### src/rtl/spi_reg_pkg.sv
// Shared types and constants for the SPI register-bus initiator.
// Frame layout is {rw, addr[6:0], data[7:0]}, transmitted MSB first.
package spi_reg_pkg;

   localparam int FRAME_W = 16;
   localparam int ADDR_W  = 7;
   localparam int DATA_W  = 8;

   localparam logic RW_WRITE = 1'b1;

   // Register map of the on-chip SPI register peripheral
   localparam logic [ADDR_W-1:0] ADDR_EN_OUT_LO = 7'h00;
   localparam logic [ADDR_W-1:0] ADDR_EN_OUT_HI = 7'h01;
   localparam logic [ADDR_W-1:0] ADDR_EN_PWM_LO = 7'h02;
   localparam logic [ADDR_W-1:0] ADDR_EN_PWM_HI = 7'h03;
   localparam logic [ADDR_W-1:0] ADDR_PWM_DUTY  = 7'h04;

   typedef enum logic [2:0] {
      IDLE,
      SETUP,
      HIGH,
      LOW,
      HOLD,
      GAP
   } state_t;

   function automatic logic [FRAME_W-1:0] make_frame(input logic              rw,
                                                     input logic [ADDR_W-1:0] addr,
                                                     input logic [DATA_W-1:0] data);
      return {rw, addr, data};
   endfunction

endpackage

### src/rtl/spi_half_period_timer.sv
// Counts CLK_DIV clk cycles per sclk half-period; expire pulses on the last cycle.
// restart holds the count at zero so the next phase starts a full period.
module spi_half_period_timer #(
   parameter int CLK_DIV = 50
) (
   input  logic clk,
   input  logic rst,
   input  logic restart,
   output logic expire
);

   localparam int                CNT_W = (CLK_DIV > 1) ? $clog2(CLK_DIV) : 1;
   localparam logic [CNT_W-1:0]  LAST  = CNT_W'(CLK_DIV - 1);

   logic [CNT_W-1:0] cnt;

   assign expire = !restart && (cnt == LAST);

   always_ff @(posedge clk) begin
      if (rst || restart || expire) begin
         cnt <= '0;
      end else begin
         cnt <= cnt + 1'b1;
      end
   end

endmodule

### src/rtl/spi_reg_writer.sv
// SPI mode-0 initiator: one register command per valid/ready handshake, 16-bit frame.
// Optional SPI_REG_READBACK_EN adds cipo capture of the data byte on read frames.
module spi_reg_writer
   import spi_reg_pkg::*;
#(
   parameter int CLK_DIV    = 50,
   parameter int GAP_CYCLES = 50
) (
   input  logic              clk,
   input  logic              rst,
   input  logic              req_valid,
   output logic              req_ready,
   input  logic              req_rw,
   input  logic [ADDR_W-1:0] req_addr,
   input  logic [DATA_W-1:0] req_data,
   output logic              ncs,
   output logic              sclk,
   output logic              copi,
   output logic              busy,
`ifdef SPI_REG_READBACK_EN
   input  logic              cipo,
   output logic [DATA_W-1:0] rd_data,
   output logic              rd_valid,
`endif
   output logic              done
);

   localparam int GAP_W = (GAP_CYCLES > 1) ? $clog2(GAP_CYCLES) : 1;

   // Handshake: a command transfers on any clk edge where req_valid && req_ready;
   // req_ready is high only in IDLE, so req_* may change freely once accepted.
   state_t               state;
   logic [FRAME_W-1:0]   shift_q;
   logic [3:0]           bit_cnt;
   logic [3:0]           bit_nxt;
   logic [GAP_W-1:0]     gap_cnt;
   logic                 accept;
   logic                 phase_done;
   logic                 timer_restart;

   assign accept        = req_valid && req_ready;
   assign bit_nxt       = bit_cnt + 4'd1;
   assign timer_restart = (state == IDLE) || (state == GAP);

   spi_half_period_timer #(
      .CLK_DIV (CLK_DIV)
   ) u_timer (
      .clk     (clk),
      .rst     (rst),
      .restart (timer_restart),
      .expire  (phase_done)
   );

   always_ff @(posedge clk) begin
      if (rst) begin
         state     <= IDLE;
         shift_q   <= '0;
         bit_cnt   <= '0;
         gap_cnt   <= '0;
         ncs       <= 1'b1;
         sclk      <= 1'b0;
         copi      <= 1'b0;
         req_ready <= 1'b1;
         busy      <= 1'b0;
         done      <= 1'b0;
      end else begin
         done <= 1'b0;
         unique case (state)
            IDLE: begin
               if (accept) begin
                  shift_q   <= make_frame(req_rw, req_addr, req_data);
                  bit_cnt   <= '0;
                  copi      <= req_rw;
                  ncs       <= 1'b0;
                  req_ready <= 1'b0;
                  busy      <= 1'b1;
                  state     <= SETUP;
               end
            end
            SETUP: begin
               if (phase_done) begin
                  sclk  <= 1'b1;
                  state <= HIGH;
               end
            end
            HIGH: begin
               if (phase_done) begin
                  sclk    <= 1'b0;
                  bit_cnt <= bit_nxt;
                  // Bit counter wrapping to zero marks the 16th rising edge
                  if (bit_nxt == 4'd0) begin
                     state <= HOLD;
                  end else begin
                     shift_q <= {shift_q[FRAME_W-2:0], 1'b0};
                     copi    <= shift_q[FRAME_W-2];
                     state   <= LOW;
                  end
               end
            end
            LOW: begin
               if (phase_done) begin
                  sclk  <= 1'b1;
                  state <= HIGH;
               end
            end
            HOLD: begin
               if (phase_done) begin
                  ncs     <= 1'b1;
                  copi    <= 1'b0;
                  done    <= 1'b1;
                  gap_cnt <= '0;
                  state   <= GAP;
               end
            end
            GAP: begin
               if (gap_cnt == GAP_W'(GAP_CYCLES - 1)) begin
                  req_ready <= 1'b1;
                  busy      <= 1'b0;
                  state     <= IDLE;
               end else begin
                  gap_cnt <= gap_cnt + 1'b1;
               end
            end
            default: state <= IDLE;
         endcase
      end
   end

`ifdef SPI_REG_READBACK_EN
   logic [DATA_W-1:0] rd_shift;
   logic              is_read;
   logic              sclk_rise;

   // The edge that raises sclk is the peripheral's launch-to-sample point for cipo
   assign sclk_rise = phase_done && ((state == SETUP) || (state == LOW));

   always_ff @(posedge clk) begin
      if (rst) begin
         rd_shift <= '0;
         is_read  <= 1'b0;
         rd_data  <= '0;
         rd_valid <= 1'b0;
      end else begin
         rd_valid <= 1'b0;
         if ((state == IDLE) && accept) begin
            is_read <= (req_rw != RW_WRITE);
         end
         // Rising edges 9..16 arrive with bit_cnt 8..15: these carry data bits 7..0
         if (is_read && sclk_rise && bit_cnt[3]) begin
            rd_shift <= {rd_shift[DATA_W-2:0], cipo};
         end
         if ((state == HOLD) && phase_done && is_read) begin
            rd_data  <= rd_shift;
            rd_valid <= 1'b1;
         end
      end
   end
`endif

endmodule

### config.mk
export PLATFORM = sky130hd
export DESIGN_NAME = spi_reg_writer
export DESIGN_NICKNAME = d
export VERILOG_FILES = /design/src/rtl/spi_reg_pkg.sv /design/src/rtl/spi_half_period_timer.sv /design/src/rtl/spi_reg_writer.sv
export SDC_FILE = /design/constraint.sdc
export NUM_CORES = 1
export LEC_CHECK = 0
export CORE_MARGIN = 2
export CORE_UTILIZATION = 30
export CTS_BUF_LIST = sky130_fd_sc_hd__clkbuf_16
export DETAILED_ROUTE_END_ITERATION = 8
export PLACE_DENSITY_LB_ADDON = 0.25
export SLEW_MARGIN = 10
export SYNTH_ARGS = -nofsm -noshare
export SYNTH_HDL_FRONTEND = slang
export SYNTH_HIERARCHICAL = 1
export SYNTH_SLANG_ARGS = --single-unit
### constraint.sdc
create_clock -name clk -period 2.7 [get_ports clk]
set_input_delay 0.27 -clock clk [delete_from_list [all_inputs] [get_ports clk]]
set_output_delay 0.27 -clock clk [all_outputs]
set_load 0.005 [all_outputs]
==> results.txt <==
----------------------------------------------------
[Placed design]
  Post-DP HPWL ... 3.06 mm
  Weighted congestion reported at the end of routability-driven placement ... 0.757
  Count of buffers inserted at the top-level ports ... 24

[Floorplanning]
  Row count ... 30
  Effective utilization at floorplan ... 30.4%
  Number of ports placed on the die boundary ... 25
  Placeable Area ... 6680 um2
  DIE HEIGHT ... 86.4 um
  Die area ... 7460 um2
  X dimension of the die ... 86.4 um

[Synthesis]
  Post-synthesis sequential area ratio ... 39.4%
  Synthesized cell area ... 2030 um2
  Top_reg_cell synth ... sky130_fd_sc_hd__dfxtp_1
  Synth warnings ... 6
  Unique cell type count in the Yosys netlist ... 48
  Mean Syn Cell Area ... 8.96 um2
  Count of state elements after synthesis ... 40
  Fraction of registers with async set/reset ... 0%
  EDFF count, synth ... 0
  Post-synth net total ... 251
  Post-Synthesis Cells ... 227

[Power]
  Worst supply voltage drop on vdd ... 0.000230 V
  Total power after layout ... 0.00148 W
  Total power per unit cell area ... 586 nW/um2
  LEAKAGE ... 0.837 nW

[Critical path]
  CP peak stage delay ... 540 ps
  Slowest cell on the critical path ... sky130_fd_sc_hd__dfxtp_1
  Critical path required time ... 2890 ps
  Critical-path cell list ... nor2_1 -> nand2b_1 -> nor2_1 -> and2_1 -> o21a_1 -> buf_4 -> a21oi_1 -> a311oi_1
  Reg2reg path depth ... 8
  Endpoint class of the critical path ... flop
  Slack of the worst reg-to-reg path ... 670 ps
  Worst setup SP type ... flop
  Crit path arrival time ... 2220 ps
  Startpoint-to-endpoint class of the critical path ... flop to flop
  Most prevalent standard cell on the critical path ... sky130_fd_sc_hd__nor2_1
  Crit path max fanout ... 28

[Layout]
  Post-layout net count ... 273
  Fraction of final layout cells sized beyond drive strength 1 ... 9.20%
  Relative area change from synthesis to final layout ... 23.7%
  Fraction of the core area covered by cells at the end of the flow ... 37.7%
  # diodes ... 0

[Timing]
  Fin Clk Skew ... 6.01 ps
  Measured slew at the worst slew-check pin ... 1100 ps
  Count of endpoints failing hold in the final timing report ... 0
  WHS ... 449 ps
  Normalized max-slew margin ... 26.3%
  Highest clock rate ... 492 MHz
  Setup_tns ... 0 ps
  Unrepaired setup endpoints after global routing ... no
  Time the worst path needs with I/O delays and setup ... 2030 ps
  Fin crit share ... 75.2%
  Slew Viols, Final ... 0
  Count of final setup violators ... 0

[GRT]
  Largest net degree at the start of global routing ... 29
  Wire length of the first global-routing pass ... 7.52 mm
  Remaining global-route overflow ... 0
  Aggregate global-route resource usage ... 12.5%
  Number of global-route vias before repair ... 1,594
  Number of antenna violations at the first check in global routing ... 0

[Clock tree]
  # resized after CTS ... 0
  Clock tree from TritonCTS ... built
  Htree depth ... 2
  Total CTS buffers ... 5
  CTS Buffer Depth ... 2
  Clock latency on the worst-skew pair ... 280 ps
  Clock tree root driver cell ... sky130_fd_sc_hd__clkbuf_16
  CTS Hold Bufs ... 0
  Number of clock sinks ... 40
  Post-CTS setup buffer count ... 0
  Clock-pin slew on the worst setup and hold paths ... 60 ps

[Routing]
  Number of nets with antenna violations after detailed routing ... 0
  Via density per instance ... 5.16
  Total wire length ... 4.34 mm
  Number of DRC violations after detailed-routing iteration 0 ... 90
  TritonRoute pass-1 iters ... 4
  Number of remaining DRC errors ... 0
  Total via count after detailed routing ... 1,702
  DR WL/cell ... 13.1 um

[Min path]
  Min-Delay Path Depth ... 1
  Worst hold-check path type ... flop to flop

[Flow run]
  Max-cap violation count ... 0

[Status]
  Status ... finished, final reports clean

----------------------------------------------------
## cells in the mapped netlist, types with 2 or more instances
library cell | n | area [um2]
sky130_fd_sc_hd__buf_2 | 3 | 15.0
sky130_fd_sc_hd__nand3_1 | 4 | 20.0
sky130_fd_sc_hd__dfxtp_1 | 40 | 801
sky130_fd_sc_hd__nor2b_1 | 4 | 25.0
sky130_fd_sc_hd__nand3b_1 | 6 | 45.0
sky130_fd_sc_hd__nand2b_1 | 4 | 25.0
sky130_fd_sc_hd__or4_1 | 2 | 15.0
sky130_fd_sc_hd__a211o_1 | 2 | 17.5
sky130_fd_sc_hd__a311oi_1 | 14 | 123
sky130_fd_sc_hd__nor3_1 | 6 | 30.0
sky130_fd_sc_hd__clkbuf_1 | 9 | 33.8
sky130_fd_sc_hd__and2_1 | 2 | 12.5
sky130_fd_sc_hd__a21oi_1 | 24 | 120
sky130_fd_sc_hd__a21o_1 | 2 | 15.0
sky130_fd_sc_hd__ha_1 | 5 | 62.6
sky130_fd_sc_hd__xor2_1 | 3 | 26.3
sky130_fd_sc_hd__o21ai_0 | 10 | 50.1
sky130_fd_sc_hd__nor2_1 | 19 | 71.3
sky130_fd_sc_hd__inv_1 | 7 | 26.3
sky130_fd_sc_hd__xnor2_1 | 4 | 35.0
sky130_fd_sc_hd__o21bai_1 | 3 | 22.5
sky130_fd_sc_hd__nand4_1 | 2 | 12.5
sky130_fd_sc_hd__a31oi_1 | 2 | 12.5
sky130_fd_sc_hd__mux2i_1 | 15 | 150
sky130_fd_sc_hd__nand2_1 | 8 | 30.0
sky130_fd_sc_hd__o2111ai_1 | 2 | 17.5
sky130_fd_sc_hd__buf_4 | 4 | 30.0
## routing by layer
layer	track usage [%]	wire (um)	part of all wire (%)	up-vias
met5	0	0	0	-
li1	-	-	-	884
met4	4.69	48	1.1	0
met3	3.05	183	4.2	5
met2	19.0	1910	44	36
met1	17.2	2190	50	777
## critical path: cells and delay by family, from the launching register on
kind,cells,cell delay (ps)
compound gates,3,510
buf+inv,1,270
flops,1,540
simple gates,4,600
## cells in the final DEF, fill, tap and decap left out, types with 5 or more instances in the layout
| cell | netlist | final |
|---|---|---|
| sky130_fd_sc_hd__mux2i_1 | 15 | 15 |
| sky130_fd_sc_hd__ha_1 | 5 | 5 |
| sky130_fd_sc_hd__nor2_1 | 19 | 19 |
| sky130_fd_sc_hd__clkbuf_16 | 0 | 5 |
| sky130_fd_sc_hd__o21ai_0 | 10 | 10 |
| sky130_fd_sc_hd__clkdlybuf4s50_1 | 0 | 24 |
| sky130_fd_sc_hd__a311oi_1 | 14 | 14 |
| sky130_fd_sc_hd__nor3_1 | 6 | 6 |
| sky130_fd_sc_hd__buf_4 | 4 | 7 |
| sky130_fd_sc_hd__nand3b_1 | 6 | 6 |
| sky130_fd_sc_hd__dfxtp_1 | 40 | 40 |
| sky130_fd_sc_hd__nand2_1 | 8 | 8 |
| sky130_fd_sc_hd__inv_1 | 7 | 7 |
| sky130_fd_sc_hd__a21oi_1 | 24 | 24 |
## where the power goes
group | internal [W] | total (W) | switching, W
registers | 0.000626 | 0.000646 | 0.0000206
logic | 0.0000841 | 0.000160 | 0.0000763
clock network | 0.000434 | 0.000669 | 0.000235
## layout make-up
| type | count | area [um2] |
|---|---|---|
| multi-input cells | 164 | 1130 |
| clock buffers | 5 | 125 |
| repair buffers | 31 | 293 |
| fillers | 705 | 4170 |
| inverters | 7 | 26.3 |
| well taps | 80 | 100 |
| clock inverters | 3 | 42.5 |
| flip-flops and latches | 40 | 801 |
## state kept, by name (all words and copies together), names as in the netlist
register,count
bit_cnt,4
busy,1
copi,1
done,1
gap_cnt,6
ncs,1
req_ready,1
sclk,1
shift_q,15
state,3
u_timer/cnt,6
## kinds of logic (layout without fill, tap and decap cells)
| kind of cell | count (synthesis) | count (layout) | share of synthesized area [%] |
|---|---|---|---|
| flops | 40 | 40 | 39.4 |
| compound gates | 71 | 71 | 23.7 |
| xor+xnor | 7 | 7 | 3.01 |
| mux | 15 | 15 | 7.38 |
| buf+inv | 23 | 46 | 5.17 |
| fa+ha+maj | 5 | 5 | 3.08 |
| simple gates | 66 | 66 | 18.3 |
## worst paths after layout
| path | start | endpoint |
|---|---|---|
| worst min register to register | ncs$_SDFFE_PP1P_ | ncs$_SDFFE_PP1P_ |
| worst max-delay path | state[1]$_SDFFE_PP0P_ | shift_q[7]$_SDFFE_PP0P_ |
| worst max register to register | state[1]$_SDFFE_PP0P_ | shift_q[7]$_SDFFE_PP0P_ |
| worst min-delay path | ncs$_SDFFE_PP1P_ | ncs$_SDFFE_PP1P_ |
## through the flow
stage,area [um2],worst slack (ps),std cells
after floorplan,2030,423,227
after global placement,2350,754,322
after detailed placement,2350,676,322
after CTS,2520,670,330
after global routing,2520,404,330
final,2520,669,330
(Power assumes the default switching activity.)
